--- src/rtl/ppu_pkg.sv ---
// Shared PPU bus constants: responder FSM encodings, address-map boundaries and decode helpers.
package ppu_pkg;

  localparam logic [1:0] ST_IDLE   = 2'd0;
  localparam logic [1:0] ST_ACCESS = 2'd1;
  localparam logic [1:0] ST_RESP   = 2'd2;

  localparam logic [13:0] CHR_END  = 14'h1FFF;
  localparam logic [13:0] NT_BASE  = 14'h2000;
  localparam logic [13:0] PAL_BASE = 14'h3F00;

  typedef enum logic [1:0] {
    REG_CHR  = 2'd0,
    REG_VRAM = 2'd1,
    REG_PAL  = 2'd2
  } region_e;

  function automatic region_e decode_region(input logic [13:0] addr);
    if (addr <= CHR_END) return REG_CHR;
    if (addr >= NT_BASE && addr < PAL_BASE) return REG_VRAM;
    return REG_PAL;
  endfunction

  // 0x3000-0x3EFF (and the palette's 0x2Fxx shadow) share bits [11:0] with 0x2000-0x2EFF.
  function automatic logic [10:0] nt_index(input logic [11:0] addr, input logic vertical);
    return {(vertical ? addr[10] : addr[11]), addr[9:0]};
  endfunction

endpackage

--- src/rtl/ppu_vram_responder_if.sv ---
// Renderer and CPU request/response channels into the PPU VRAM responder.
interface ppu_vram_responder_if;

  logic [13:0] rnd_addr;
  logic        rnd_rd_req;
  logic        rnd_wr_req;
  logic [7:0]  rnd_wdata;
  logic [7:0]  rnd_rdata;
  logic        rnd_ack;

  logic [13:0] cpu_addr;
  logic        cpu_rd_req;
  logic        cpu_wr_req;
  logic [7:0]  cpu_wdata;
  logic [7:0]  cpu_rdata;
  logic        cpu_ack;

  modport master (
    output rnd_addr, rnd_rd_req, rnd_wr_req, rnd_wdata,
    input  rnd_rdata, rnd_ack,
    output cpu_addr, cpu_rd_req, cpu_wr_req, cpu_wdata,
    input  cpu_rdata, cpu_ack
  );

  modport slave (
    input  rnd_addr, rnd_rd_req, rnd_wr_req, rnd_wdata,
    output rnd_rdata, rnd_ack,
    input  cpu_addr, cpu_rd_req, cpu_wr_req, cpu_wdata,
    output cpu_rdata, cpu_ack
  );

endinterface

--- src/rtl/ppu_palette_ram.sv ---
// 32x6 palette RAM: synchronous write, combinational read, sprite backdrop entries folded onto BG ones.
module ppu_palette_ram (
  input  logic       clk,
  input  logic       we,
  input  logic [4:0] addr,
  input  logic [5:0] wdata,
  output logic [5:0] rdata
);

  logic [5:0] mem [32];
  logic [4:0] idx;

  // 0x10/0x14/0x18/0x1C land on 0x00/0x04/0x08/0x0C.
  assign idx = (addr[1:0] == 2'b00) ? {1'b0, addr[3:0]} : addr;

  // NOTE: palette storage is deliberately not reset; contents persist through rst like real PPU palette RAM.
  // NOTE: clocked state uses non-blocking assignments so every flop samples pre-edge values.
  always_ff @(posedge clk) begin
    if (we) mem[idx] <= wdata;
  end

  assign rdata = mem[idx];

endmodule

--- src/rtl/ppu_vram_responder.sv ---
// PPU bus responder: renderer-priority arbiter serving CHR, nametable VRAM and palette with the $2007 read buffer.
// Optional CHR-RAM write port enabled by defining PPU_CHR_RAM_EN.
module ppu_vram_responder
  import ppu_pkg::*;
(
  input  logic                clk,
  input  logic                rst,
  ppu_vram_responder_if.slave bus,
  input  logic                mirror_vertical,
  output logic [12:0]         chr_addr,
  input  logic [7:0]          chr_rdata,
`ifdef PPU_CHR_RAM_EN
  output logic                chr_we,
  output logic [7:0]          chr_wdata,
`endif
  output logic [10:0]         vram_addr,
  output logic                vram_we,
  output logic [7:0]          vram_wdata,
  input  logic [7:0]          vram_rdata
);

  logic [1:0] state;
  logic       owner_cpu;
  logic       is_wr;
  region_e    region_q;
  logic [4:0] pal_idx;
  logic [7:0] read_buf;
  logic [7:0] rnd_rdata_q;
  logic [7:0] cpu_rdata_q;
  logic       rnd_ack_q;
  logic       cpu_ack_q;

  logic        rnd_req;
  logic        cpu_req;
  logic        take_cpu;
  logic        sel_wr;
  logic [13:0] sel_addr;
  logic [7:0]  sel_wdata;
  region_e     sel_region;

  // A port whose ack is currently pulsing is still holding its finished request; ignore it.
  assign rnd_req    = (bus.rnd_rd_req | bus.rnd_wr_req) & ~rnd_ack_q;
  assign cpu_req    = (bus.cpu_rd_req | bus.cpu_wr_req) & ~cpu_ack_q;
  assign take_cpu   = cpu_req & ~rnd_req;
  assign sel_addr   = take_cpu ? bus.cpu_addr   : bus.rnd_addr;
  assign sel_wr     = take_cpu ? bus.cpu_wr_req : bus.rnd_wr_req;
  assign sel_wdata  = take_cpu ? bus.cpu_wdata  : bus.rnd_wdata;
  assign sel_region = decode_region(sel_addr);

  logic       pal_we;
  logic [5:0] pal_rdata;
  logic [7:0] pal_byte;
  logic [7:0] fetched;
  logic [7:0] direct;

  assign pal_we = (state == ST_ACCESS) && is_wr && (region_q == REG_PAL);

  ppu_palette_ram u_palette (
    .clk   (clk),
    .we    (pal_we),
    .addr  (pal_idx),
    .wdata (vram_wdata[5:0]),
    .rdata (pal_rdata)
  );

  assign pal_byte = {2'b00, pal_rdata};
  assign fetched  = (region_q == REG_CHR) ? chr_rdata : vram_rdata;
  assign direct   = (region_q == REG_PAL) ? pal_byte : fetched;

  always_ff @(posedge clk or posedge rst) begin
    if (rst) begin
      state       <= ST_IDLE;
      owner_cpu   <= 1'b0;
      is_wr       <= 1'b0;
      region_q    <= REG_CHR;
      pal_idx     <= 5'd0;
      read_buf    <= 8'h00;
      rnd_rdata_q <= 8'h00;
      cpu_rdata_q <= 8'h00;
      rnd_ack_q   <= 1'b0;
      cpu_ack_q   <= 1'b0;
      chr_addr    <= 13'd0;
      vram_addr   <= 11'd0;
      vram_we     <= 1'b0;
      vram_wdata  <= 8'h00;
`ifdef PPU_CHR_RAM_EN
      chr_we      <= 1'b0;
`endif
    end else begin
      // NOTE: pulses default low every cycle so each is high for exactly one cycle.
      rnd_ack_q <= 1'b0;
      cpu_ack_q <= 1'b0;
      vram_we   <= 1'b0;
`ifdef PPU_CHR_RAM_EN
      chr_we    <= 1'b0;
`endif
      case (state)
        ST_IDLE: begin
          if (rnd_req || cpu_req) begin
            state      <= ST_ACCESS;
            owner_cpu  <= take_cpu;
            is_wr      <= sel_wr;
            region_q   <= sel_region;
            pal_idx    <= sel_addr[4:0];
            chr_addr   <= sel_addr[12:0];
            vram_addr  <= nt_index(sel_addr[11:0], mirror_vertical);
            vram_wdata <= sel_wdata;
            vram_we    <= sel_wr && (sel_region == REG_VRAM);
`ifdef PPU_CHR_RAM_EN
            chr_we     <= sel_wr && (sel_region == REG_CHR);
`endif
          end
        end
        ST_ACCESS: state <= ST_RESP;
        ST_RESP: begin
          state <= ST_IDLE;
          if (!owner_cpu) begin
            rnd_ack_q <= 1'b1;
            if (!is_wr) rnd_rdata_q <= direct;
          end else begin
            cpu_ack_q <= 1'b1;
            if (!is_wr) begin
              // Palette reads bypass the buffer, which instead picks up the nametable byte underneath.
              if (region_q == REG_PAL) begin
                cpu_rdata_q <= pal_byte;
                read_buf    <= vram_rdata;
              end else begin
                cpu_rdata_q <= read_buf;
                read_buf    <= fetched;
              end
            end
          end
        end
        default: state <= ST_IDLE;
      endcase
    end
  end

`ifdef PPU_CHR_RAM_EN
  assign chr_wdata = vram_wdata;
`endif

  assign bus.rnd_rdata = rnd_rdata_q;
  assign bus.rnd_ack   = rnd_ack_q;
  assign bus.cpu_rdata = cpu_rdata_q;
  assign bus.cpu_ack   = cpu_ack_q;

endmodule

--- src/flat_wrapper.sv ---
// flat-port wrapper written by rule: the top's interface ports become plain ports
module ppu_vram_responder_flat import ppu_pkg::*;
  (clk, rst, mirror_vertical, chr_addr, chr_rdata, vram_addr, vram_we, vram_wdata, vram_rdata, bus_rnd_addr, bus_rnd_rd_req, bus_rnd_wr_req, bus_rnd_wdata, bus_rnd_rdata, bus_rnd_ack, bus_cpu_addr, bus_cpu_rd_req, bus_cpu_wr_req, bus_cpu_wdata, bus_cpu_rdata, bus_cpu_ack);
  ppu_vram_responder_if bus_i ();
  input  logic clk;
  input  logic rst;
  input  logic mirror_vertical;
  output logic [12:0] chr_addr;
  input  logic [7:0] chr_rdata;
  output logic [10:0] vram_addr;
  output logic vram_we;
  output logic [7:0] vram_wdata;
  input  logic [7:0] vram_rdata;
  input wire logic [$bits(bus_i.rnd_addr)-1:0] bus_rnd_addr;
  input wire logic [$bits(bus_i.rnd_rd_req)-1:0] bus_rnd_rd_req;
  input wire logic [$bits(bus_i.rnd_wr_req)-1:0] bus_rnd_wr_req;
  input wire logic [$bits(bus_i.rnd_wdata)-1:0] bus_rnd_wdata;
  output wire logic [$bits(bus_i.rnd_rdata)-1:0] bus_rnd_rdata;
  output wire logic [$bits(bus_i.rnd_ack)-1:0] bus_rnd_ack;
  input wire logic [$bits(bus_i.cpu_addr)-1:0] bus_cpu_addr;
  input wire logic [$bits(bus_i.cpu_rd_req)-1:0] bus_cpu_rd_req;
  input wire logic [$bits(bus_i.cpu_wr_req)-1:0] bus_cpu_wr_req;
  input wire logic [$bits(bus_i.cpu_wdata)-1:0] bus_cpu_wdata;
  output wire logic [$bits(bus_i.cpu_rdata)-1:0] bus_cpu_rdata;
  output wire logic [$bits(bus_i.cpu_ack)-1:0] bus_cpu_ack;
  assign bus_i.rnd_addr = bus_rnd_addr;
  assign bus_i.rnd_rd_req = bus_rnd_rd_req;
  assign bus_i.rnd_wr_req = bus_rnd_wr_req;
  assign bus_i.rnd_wdata = bus_rnd_wdata;
  assign bus_rnd_rdata = bus_i.rnd_rdata;
  assign bus_rnd_ack = bus_i.rnd_ack;
  assign bus_i.cpu_addr = bus_cpu_addr;
  assign bus_i.cpu_rd_req = bus_cpu_rd_req;
  assign bus_i.cpu_wr_req = bus_cpu_wr_req;
  assign bus_i.cpu_wdata = bus_cpu_wdata;
  assign bus_cpu_rdata = bus_i.cpu_rdata;
  assign bus_cpu_ack = bus_i.cpu_ack;
  ppu_vram_responder u_core (.clk(clk), .rst(rst), .bus(bus_i), .mirror_vertical(mirror_vertical), .chr_addr(chr_addr), .chr_rdata(chr_rdata), .vram_addr(vram_addr), .vram_we(vram_we), .vram_wdata(vram_wdata), .vram_rdata(vram_rdata));
endmodule
--- config.mk ---
export PLATFORM = sky130hd
export DESIGN_NAME = ppu_vram_responder_flat
export DESIGN_NICKNAME = d
export VERILOG_FILES = /design/src/rtl/ppu_pkg.sv /design/src/rtl/ppu_vram_responder_if.sv /design/src/rtl/ppu_palette_ram.sv /design/src/rtl/ppu_vram_responder.sv /design/src/flat_wrapper.sv
export SDC_FILE = /design/constraint.sdc
export NUM_CORES = 1
export LEC_CHECK = 0
export CAP_MARGIN = 15
export CORE_MARGIN = 5
export CORE_UTILIZATION = 35
export DETAILED_ROUTE_END_ITERATION = 8
export DONT_BUFFER_PORTS = 1
export GPL_ROUTABILITY_DRIVEN = 0
export PLACE_DENSITY = 0.56
export SKIP_LAST_GASP = 1
export SYNTH_ARGS = -nofsm -noshare
export SYNTH_HDL_FRONTEND = slang
export SYNTH_SLANG_ARGS = --single-unit
export TNS_END_PERCENT = 100
--- constraint.sdc ---
create_clock -name clk -period 2.85 [get_ports clk]
set_input_delay 0.57 -clock clk [delete_from_list [all_inputs] [get_ports clk]]
set_output_delay 0.57 -clock clk [all_outputs]
set_load 0.005 [all_outputs]
==> impl_metrics.csv <==
group,metric,value,unit
status,status,"complete, no violations",
sta,timing.fmax,0.417,GHz
grt,grt_pass1_vias,5455,
detailed_routing,routedWlPerCell,22.1,um
yosys,syn_area,9430,sq um
grt,grt_pass1_wl,33700,um
clock_network,clock_path_buffers,3,
setup_path,cp_num_buf_inv,0,
sta,finalCriticalPeriod,2.40,ns
setup_path,crit_slowest_cell,"nor2_1",
floorplanning,die_h,174,um
flow_run,timing.max_cap.violations,0,
sta,rsz0062_at_grt,"no",
clock_network,cts.sinks,223,
detailed_routing,drcViolationCount,0,
grt,grt_antenna_before_repair,0,
floorplanning,rows,60,
sta,worstMarginPinSlew,0.775,ns
setup_path,crit_family,"simple AND/OR/NAND/NOR gates",
sta,hold_viol,0,
yosys,avgSynthCellArea,15.3,sq um
detailed_routing,drt_pre_antenna_iters,5,
grt,track_usage,14.2,%
clock_network,h-tree-depth,1,
floorplanning,coreArea,26700,sq um
yosys,yosysUniqueCellTypes,39,
sta,period_share,84.1,%
final_layout,nNetsFinal,700,
setup_path,r2r-start,"u_core.region_q[0]",
detailed_routing,dr.first_iter.drc_count,446,
yosys,postSynthRegisterBits,223,
yosys,yosysWarningCount,0,
setup_path,worstReg2RegEnd,"u_core.u_palette.mem[27][0]",
setup_path,critPathArrivalTime,2.53,ns
pwr,p_leak,3.79,nW
yosys,yosysSeqAreaShare,68.1,%
final_layout,area_growth,12.5,%
clock_network,clkSlewWorstSetupHoldPaths,0.06,ns
floorplanning,ios,118,
detailed_routing,viasPerCell,5.33,
setup_path,cp.depth,4,
setup_path,required,2.99,ns
detailed_routing,drt_wl_total,21900,um
setup_path,critPathMaxStageDelay,0.60,ns
final_layout,n_antenna_cell,0,
setup_path,r2r_slack,0.45,ns
sta,finalSetupViolations,0,
clock_network,clock_latency,0.52,ns
clock_network,numCtsBuffers,23,
placement,portBuffers,0,
final_layout,fin_area,10600,sq um
clock_network,root_buffer,"clkbuf_16",
setup_path,cp_max_fo,11,
placement,dpl.hpwl,15300,um
pwr,power-per-cell-area,1040,nW/um^2
hold_path,worstHoldStart,"chr_rdata[6]",
floorplanning,dieArea,30300,sq um
clock_network,tritoncts,"built",
floorplanning,die_w,174,um
detailed_routing,drt.antenna.violating_nets,0,
yosys,synth.net_count,683,
sta,tns,0,ns
yosys,synthCells,616,
floorplanning,start_util,35.3,%
sta,drv_slew,0,
setup_path,crit_type,"reg -> reg",
setup_path,critPathLaunchType,"flip-flop",
detailed_routing,via_count,5277,
setup_path,endpoint_kind,"flip-flop",
grt,grt_max_degree,47,
pwr,peakVddDrop,0.000499,V
hold_path,min_to,"u_core.bus.rnd_rdata[6]",
final_layout,drive_gt1_share,18.6,%
setup_path,r2r_cells,4,
hold_path,hold_depth,2,
sta,finClkSkew,0.0222,ns
sta,max-slew-margin-rel,48.2,%
hold_path,min_path_type,"in -> reg",
grt,grt-ovfl-total,0,
placement,placed_area,9890,sq um
setup_path,cp_cell_sequence,"nor2b_1, and3_1, nand3_1, nor2_1",
==> worst max path at each step <==
stage                             startpoint                           to
final                     u_core.region_q[0]  u_core.u_palette.mem[27][0]
after global routing      u_core.region_q[0]  u_core.u_palette.mem[27][1]
after CTS                 u_core.region_q[0]  u_core.u_palette.mem[31][5]
after detailed placement   u_core.pal_idx[0]      u_core.bus.rnd_rdata[1]
after global placement     u_core.pal_idx[0]      u_core.bus.rnd_rdata[1]
after floorplan            u_core.pal_idx[1]  u_core.u_palette.mem[17][0]
==> worst reg2reg max path: cells and delay by family, from the launching register on <==
kind             cells  cell delay (ns)
DFF                  1             0.51
and+or+nand+nor      4             1.51
==> layout make-up <==
type,count,area [sq um]
tap,341,427
fill,2429,16100
multi-input combinational,337,2680
clock buffer,35,676
inverter,8,30.0
timing repair buffer,40,340
sequential,223,6420
clock inverter,6,31.3
==> cell usage in the layout, fill, tap and decap left out, drive strengths merged, types with 8 or more instances in the layout <==
master  count
o22ai      12
nor2b      15
inv         9
edfxtp    168
mux4       36
o21ai       8
nand2      41
a21oi      38
nor2       71
clkbuf     35
nor4        9
dfrtp      55
buf        39
mux2i      55
==> state kept, by name, summed over array words and instances, names as in the netlist <==
register,cells
u_core.bus.cpu_ack,1
u_core.bus.cpu_rdata,8
u_core.bus.rnd_ack,1
u_core.bus.rnd_rdata,8
u_core.chr_addr,9
u_core.is_wr,1
u_core.owner_cpu,1
u_core.pal_idx,4
u_core.read_buf,8
u_core.region_q,2
u_core.state,2
u_core.u_palette.mem,168
u_core.vram_addr,1
u_core.vram_wdata,8
u_core.vram_we,1
==> Yosys cell counts (all sizes together) <==
master	instances	area, sq um
o22ai	12	75.1
a211oi	1	7.51
nor2b	15	93.8
clkbuf	16	60.1
o21ai	8	40.0
dfrtp	55	1380
a21oi	38	190
nand2b	5	31.3
o31ai	1	7.51
o21a	1	7.51
buf	32	255
inv	8	30.0
a32oi	2	17.5
nor3b	1	7.51
o221ai	6	52.6
nor3	1	5.00
nand4	6	37.5
o21bai	2	15.0
or3	3	18.8
a22oi	7	52.6
nor2	71	267
nand3b	5	45.0
mux2i	55	551
mux4	36	822
nand2	41	154
o32ai	1	8.76
nand3	7	35.0
mux2	1	11.3
and3	2	12.5
edfxtp	168	5040
nor4	9	93.8
==> layer usage <==
metal  share of wire (%)  GRT usage, %  vias to the layer above
li1                    -             -                     2363
met1                  42          18.6                     2676
met2                  48          23.7                      206
met3                 8.2          3.83                       32
met4                 1.8          3.37                        0
met5                   0             0                        -
==> metrics by stage <==
step | utilization (%) | std cells | worst slack (ns) | power (mW) | hold slack [ns]
2_1_floorplan | - | 616 | 0.638 | 7.25 | 0.419
3_5_place_dp | 37.0 | 948 | 0.455 | 8.31 | 0.447
4_1_cts | 39.7 | 990 | 0.434 | 11.1 | 0.233
5_1_grt | 39.7 | 990 | 0.269 | 11.6 | 0.267
6_report | 39.7 | 990 | 0.452 | 11.0 | 0.248
3_3_place_gp | 37.0 | 948 | 0.468 | 8.22 | 0.441
==> cells by family after synthesis <==
group | after synthesis | share of synthesized area, %
buf+inv | 56 | 3.66
flops | 223 | 68.1
compound gates | 79 | 5.03
mux | 92 | 14.7
simple gates | 166 | 8.50
==> repair_timing <==
action | 4_1_cts | 5_1_grt
hold buffers | 1 | 0
buffers inserted | 0 | 0
resized for setup | 0 | 0
endpoints found under the hold margin | 23 | 0
==> where the power goes <==
| group | internal [mW] | switching [mW] |
|---|---|---|
| Sequential | 4.25 | 0.629 |
| Clock | 1.63 | 1.20 |
| Combinational | 1.41 | 1.91 |
No activity file was read; power rests on OpenSTA's default activity.
